### src/rtl/prio_arbiter.sv
// Eight-requester arbiter: fixed or round-robin winner selection, registered one-hot
// grant held until completion, withdrawal or hold-time timeout, then one release cycle.
module prio_arbiter #(
  parameter int HOLD_MAX = 15
) (
  input  logic       clk,
  input  logic       rst,
  input  logic       en,
  input  logic [7:0] req_in,
  input  logic       rr_mode,
  input  logic       done_in,
  output logic [7:0] gnt_op,
  output logic [2:0] gnt_id_op,
  output logic       busy_op,
  output logic       timeout_op
);

  typedef enum logic [1:0] {IDLE, GRANT, RELEASE} state_t;

  localparam logic [7:0] HOLD_CNT = 8'(HOLD_MAX);

  state_t     state;
  logic [7:0] cnt;
  logic [2:0] last_id;
  logic [2:0] fixed_id;
  logic [2:0] rr_id;
  logic [2:0] rr_idx;
  logic [2:0] win_id;
  logic       grantee_req;
  logic       release_now;
  logic       hit_timeout;

  // Fixed order: the highest set bit wins because later iterations overwrite.
  // NOTE: every always_comb output gets a default first so no latch is inferred.
  always_comb begin
    fixed_id = '0;
    for (int i = 0; i < 8; i++) begin
      if (req_in[i]) fixed_id = 3'(i);
    end
  end

  // Round-robin order: last_id-1, last_id-2, ... wrapping, last_id itself last.
  // Iterating from the far end lets the nearest candidate overwrite the rest.
  always_comb begin
    rr_id  = '0;
    rr_idx = '0;
    for (int i = 8; i >= 1; i--) begin
      rr_idx = last_id - 3'(i);
      if (req_in[rr_idx]) rr_id = rr_idx;
    end
  end

  assign win_id      = rr_mode ? rr_id : fixed_id;
  assign grantee_req = req_in[gnt_id_op];
  assign release_now = done_in || !grantee_req || (cnt == HOLD_CNT);
  // Timeout only counts when neither completion nor withdrawal ended the grant.
  assign hit_timeout = !done_in && grantee_req && (cnt == HOLD_CNT);

  // NOTE: sequential state uses non-blocking assignments only.
  always_ff @(posedge clk) begin
    if (rst) begin
      state      <= IDLE;
      gnt_op     <= '0;
      gnt_id_op  <= '0;
      busy_op    <= 1'b0;
      timeout_op <= 1'b0;
      cnt        <= '0;
      last_id    <= '0;
    end else begin
      case (state)
        IDLE: begin
          if (en && (req_in != 8'd0)) begin
            gnt_op    <= 8'd1 << win_id;
            gnt_id_op <= win_id;
            cnt       <= 8'd1;
            busy_op   <= 1'b1;
            state     <= GRANT;
          end
        end
        GRANT: begin
          if (release_now) begin
            timeout_op <= hit_timeout;
            last_id    <= gnt_id_op;
            gnt_op     <= '0;
            gnt_id_op  <= '0;
            cnt        <= '0;
            state      <= RELEASE;
          end else begin
            cnt <= cnt + 8'd1;
          end
        end
        RELEASE: begin
          timeout_op <= 1'b0;
          busy_op    <= 1'b0;
          state      <= IDLE;
        end
        default: begin
          gnt_op     <= '0;
          gnt_id_op  <= '0;
          busy_op    <= 1'b0;
          timeout_op <= 1'b0;
          cnt        <= '0;
          state      <= IDLE;
        end
      endcase
    end
  end

endmodule

### config.mk
export PLATFORM = sky130hd
export DESIGN_NAME = prio_arbiter
export DESIGN_NICKNAME = d
export VERILOG_FILES = /design/src/rtl/prio_arbiter.sv
export SDC_FILE = /design/constraint.sdc
export NUM_CORES = 1
export LEC_CHECK = 0
export CORE_MARGIN = 5
export CORE_UTILIZATION = 30
export DETAILED_ROUTE_END_ITERATION = 8
export PLACE_DENSITY_LB_ADDON = 0.3
export RECOVER_POWER = 100
export SYNTH_ARGS = -nofsm -noshare
export SYNTH_HDL_FRONTEND = slang
export SYNTH_SLANG_ARGS = --single-unit
### constraint.sdc
create_clock -name clk -period 8.16 [get_ports clk]
set_input_delay 1.632 -clock clk [delete_from_list [all_inputs] [get_ports clk]]
set_output_delay 1.632 -clock clk [all_outputs]
set_load 0.01 [all_outputs]
-- Yosys cells after proc, flatten, opt, wreduce, memory -nomap -nowiden
Cells that the tools add are included.
- add/sub/neg operators: 8
- $lt $le $gt $ge: 9
- equal/unequal tests: 5
- shifts and indexed selects: 1
- multiplexer cells: 50
- bitwise logic cells: 3
- reduce and logical (&&, ||, !) cells: 15
- operators by type and width (cell ; number):
    $mux 3 ; 17
    $pmux 8 s3 ; 2
    $lt 3x4->1 const B ; 9
    $mux 8 ; 4
    $bmux 1 s3 ; 9
    $mux 1 ; 12
    $sub 3x3->3 const B ; 4
    $reduce_and 2->1 ; 5
    $pmux 3 s3 ; 1
    $add 8x1->8 const B ; 1
    $eq 8x4->1 const B ; 1
    $reduce_bool 8->1 ; 1
    $shl 1x3->8 const A ; 1
    $sub 3x2->3 const B ; 2
    $mux 2 ; 2
    $ne 2x2->1 const B ; 2
    $pmux 1 s2 ; 2
    $pmux 2 s2 ; 1
    $logic_and 1x1->1 ; 3
    $not 1->1 ; 3
    $reduce_and 3->1 ; 1
    $sub 3x1->3 const B ; 1
    $eq 2x1->1 const B ; 1
    $eq 2x2->1 const B ; 1
    other kinds (3) ; 5
- register bits: 26
- input port bits: 13
- output and inout port bits: 13
- logic and storage cells: 98

-- Logic depth before layout (Yosys ltp)
- word-level depth: 14
- depth in mapped cells: 11
- depth with buffers taken out: 8

-- Worst setup path after synthesis
OpenSTA, ideal clock, no wires.
- path kind: input port to flip-flop
- from: input port req_in[0]
- to: register gnt_op[1]
- arrival: 3.558 ns
- required time: 8.076 ns
- slack: 4.518 ns
- stages on the path: 7
- path buffers: 1
- cell sequence: clkbuf_1 -> mux4_2 -> mux2_2 -> a21o_1 -> and3_4 -> or3_4 -> o31ai_2
- cells in the longest elaborated chain, start to end: 14
- elaborated cells on any way between the ends: 38
- ends and longest elaborated chain (what ; RTL line ; text):
    start, declared ; 9 ; input logic [7:0] req_in,
    $bmux 1 s3 ; 49 ; if (req_in[rr_idx]) rr_id = rr_idx;
    $mux 1 (implied by the code) ; 49 ;
    $mux 3 (8 in a row) ; 49 ;
    $mux 3 ; 53 ; assign win_id = rr_mode ? rr_id : fixed_id;
    $shl 1x3->8 ; 73 ; gnt_op <= 8'd1 << win_id;
    $mux 8 ; 72 ; if (en && (req_in != 8'd0)) begin
    $pmux 8 s3 ; 70 ; case (state)
    end signal, assigned ; 73 ;
    end, declared ; 12 ; output logic [7:0] gnt_op,
Several ways; a longest one is shown, not always the timed one. The select of a mux whose other input is x is not followed.
A chain may end at the register's enable or synchronous reset.

-- Final worst setup path
- from: input port req_in[6]
- to: register gnt_op[5]
The elaborated chain is that of the path after synthesis.

==> run summary <==
crit-path cells: dlygate4sd3_1 -> nor4_1 -> a311oi_1 -> or3b_2 -> nor4_1 -> a22oi_1 -> o31ai_1
average wire length per cell after detail routing: 15.5 um
leakage power of the design: 0.000905 uW
number of different library cells in the post-synthesis netlist: 54
Iteration-0 DRC Markers: 143
Hold Fails Final Rpt: 0
data arrival time of the critical path: 4400 ps
number of flops mapped to enable cells by yosys: 0
pin count of the biggest net entering global routing: 19
CTS root buffer: sky130_fd_sc_hd__clkbuf_8
floorplan die width: 95.3 um
Synth-to-Final Area Change: 15.2%
status: finished clean
setup total negative slack: 0 ps
worst-case clock skew: 8.84 ps
category of the worst setup path launch point: primary input
share of the synthesized area in the top cell type: 23.8%
critical setup path kind: primary input to flip-flop
clock latency on the worst-skew pair: 270 ps
total power density per cell area: 138 mW/mm^2
Placed Cells incl. Taps: 345
total I/O pin count: 26
Placer Congestion: 0.905
Cell Area, Synth: 0.00218 mm^2
number of global-route vias before repair: 1,809
total CTS buffers: 3
transition time at the pin with the least slew margin: 767 ps
most numerous cell on the critical path: sky130_fd_sc_hd__nor4_1
net count after synthesis: 257
Logic pwr share: 29.2%
area of combinational cells with multiple inputs: 0.00152 mm^2
CTS tree: done
fraction of layout instances using a drive strength above 1: 12.8%
sequential area share after synthesis: 23.8%
cell family with most CP delay: simple AND/OR/NAND/NOR gates
Core Area: 0.00718 mm^2
number of max-cap violations: 0
number of gates on the worst path with buffers counted: 7
Final ANT Viol Nets: 0
warnings from Yosys: 0
half-perimeter wire length after detailed placement: 4090 um
critical path buffer and inverter count: 1
final count of pins violating max slew: 0
endpoint type of the worst setup path: flip-flop
hold path endpoint: gnt_op[7]
Syn Area/Cell: 9.06 um^2
NumNets Final: 267
postcts setup bufs: 0
Die Height: 95.3 um
worst-case headroom to the max-slew limit: 48.8%
Reg clk slew, reported paths: 80 ps
share of flip-flops with an asynchronous set or reset after synthesis: 0%
starting utilization of the core area: 30.4%
most frequent cell after synthesis: sky130_fd_sc_hd__dfxtp_1
worst-case reg-to-reg path depth: 8
most frequent cells after synthesis: 26 x sky130_fd_sc_hd__dfxtp_1, 24 x sky130_fd_sc_hd__nand2_1, 20 x sky130_fd_sc_hd__nor2_1
slack of the worst reg-to-reg path: 4250 ps
number of standard cells after synthesis: 241
unrepaired setup endpoints after global routing: no
switching share of power: 29.3%
Clock H-tree levels: 1
Fill cells: 748
prevailing post-synth register cell: sky130_fd_sc_hd__dfxtp_1
Worst Path Max Fanout: 12
Worst path slowest cell: sky130_fd_sc_hd__dlygate4sd3_1
core utilization of the finished layout: 35.1%
initial antenna violation count: 0
sw power: 102 uW
largest vdd supply drop: 0.0000569 V
reg-to-reg critical path endpoint: gnt_op[0]
largest incremental delay on the critical path: 820 ps
#FFs+latches synth: 26
Total Routing Usage GR: 12.0%
top area cells in the synthesized netlist: sky130_fd_sc_hd__dfxtp_1 24%, sky130_fd_sc_hd__mux4_2 12%, sky130_fd_sc_hd__mux2i_1 6.9%
total via count in the routed design: 1,893
final period demand of the worst path: 4220 ps
buffer levels on the longest clock path: 2
Internal Pwr Total: 246 uW
final std cells w/o fill: 349
count of hold-fix buffers inserted at cts: 0
final cycle utilization of the critical path: 51.8%
part of the total power dissipated in sequential elements: 40.6%
required time worst endpoint: 8340 ps
DRT Wirelength: 5430 um
cell type with the largest total area after synthesis: sky130_fd_sc_hd__dfxtp_1
startpoint of the most critical hold path: gnt_op[7]
Sinks on Clock Net: 26
I/O Buffers: 25
wire length of the first global-routing pass: 8870 um
minimum setup slack in the final design: 3940 ps
number of gates given a new drive strength after cts: 0
hold depth: 2
number of iterations in the first detailed-routing pass: 4
number of antenna diodes: 0
number of standard-cell rows in the floorplan: 31
die footprint: 0.00909 mm^2
pre-CTS setup slack: 3680 ps
Avg Vias per Cell: 5.42
worst hold path type: flip-flop to flip-flop
total overflow reported by the global router: 0
source of the worst register-to-register timing path: last_id[1]
proportion of power drawn by the clock network: 30.2%
Max Fclk: 237 MHz
Setup-failing EPs final: 0
drt drc: 0
Sequential Area: 520 um^2
metal layers:
layer	share of wire [%]	GRT usage, %
met1	47	16.7
met2	47	20.6
met3	5.0	0.868
met4	0.39	1.80
met5	0	0
worst max path at each step:
stage | endpoint | from | slack, ps
floorplan | gnt_op[1] | req_in[0] | 4520
CTS | gnt_op[3] | req_in[4] | 3950
global route | gnt_op[4] | req_in[7] | 3690
finish | gnt_op[5] | req_in[6] | 3940
global placement | gnt_op[1] | req_in[4] | 3630
detailed placement | gnt_op[3] | req_in[4] | 3680
cell usage in the layout, fill, tap and decap left out, types with 5 or more instances in the layout:
| master | n |
|---|---|
| sky130_fd_sc_hd__a21oi_1 | 9 |
| sky130_fd_sc_hd__clkdlybuf4s50_1 | 10 |
| sky130_fd_sc_hd__dfxtp_1 | 26 |
| sky130_fd_sc_hd__dlygate4sd3_1 | 15 |
| sky130_fd_sc_hd__inv_1 | 5 |
| sky130_fd_sc_hd__mux2_2 | 7 |
| sky130_fd_sc_hd__mux2i_1 | 15 |
| sky130_fd_sc_hd__mux4_2 | 12 |
| sky130_fd_sc_hd__nand2_1 | 24 |
| sky130_fd_sc_hd__nand3_1 | 5 |
| sky130_fd_sc_hd__nor2_1 | 20 |
| sky130_fd_sc_hd__nor3_1 | 6 |
| sky130_fd_sc_hd__nor4_1 | 5 |
| sky130_fd_sc_hd__o21ai_0 | 6 |
| sky130_fd_sc_hd__o31ai_1 | 8 |
| sky130_fd_sc_hd__xor2_1 | 6 |
registers in the layout, summed over array words and instances (netlist names):
| name | cells |
|---|---|
| last_id | 3 |
| busy_op | 1 |
| gnt_op | 8 |
| state | 2 |
| timeout_op | 1 |
| gnt_id_op | 3 |
| cnt | 8 |
cell type report:
| cell class | count | share of cell area, % |
|---|---|---|
| clock buffers | 3 | 1.64 |
| clock inverters | 1 | 1.19 |
| inverters | 6 | 0.895 |
| multi-input cells | 188 | 60.4 |
| flip-flops and latches | 26 | 20.7 |
| well taps | 99 | 4.92 |
| repair buffers | 26 | 10.2 |
worst reg2reg max path, stage by stage, from the launching register on:
cell and delay [ps]:
sky130_fd_sc_hd__dfxtp_1 730, sky130_fd_sc_hd__inv_1 310, sky130_fd_sc_hd__ha_1 720, sky130_fd_sc_hd__mux4_1 700, sky130_fd_sc_hd__mux2_4 320, sky130_fd_sc_hd__nor2_1 130
sky130_fd_sc_hd__o21ai_1 90, sky130_fd_sc_hd__o311ai_1 580, sky130_fd_sc_hd__o31ai_1 170
cells by family after synthesis:
kind of cell	Yosys count	synth area share, %
adder cells (fa/ha/maj)	3	1.72
flip-flops	26	23.8
AND/OR/NAND/NOR	84	19.1
multiplexers	38	27.1
XOR/XNOR	10	4.01
AO/OA/AOI/OAI	53	18.1
buffers and inverters	27	6.07
through the flow:
stage               area, um^2  power, uW  hold slack [ps]
floorplan                 2180        218              448
global placement          2460        248              441
detailed placement        2460        248              443
CTS                       2530        354              460
global route              2520        368              491
finish                    2520        348              455
power groups by stage:
stage          sequential, uW  combinational (uW)  clock [uW]
6_report                  141                 102         105
3_3_place_gp              145                 103           0
3_5_place_dp              145                 103           0
2_1_floorplan             143                74.9           0
5_1_grt                   143                 110         114
4_1_cts                   142                 104         109
No activity file was read; power rests on OpenSTA's default activity.
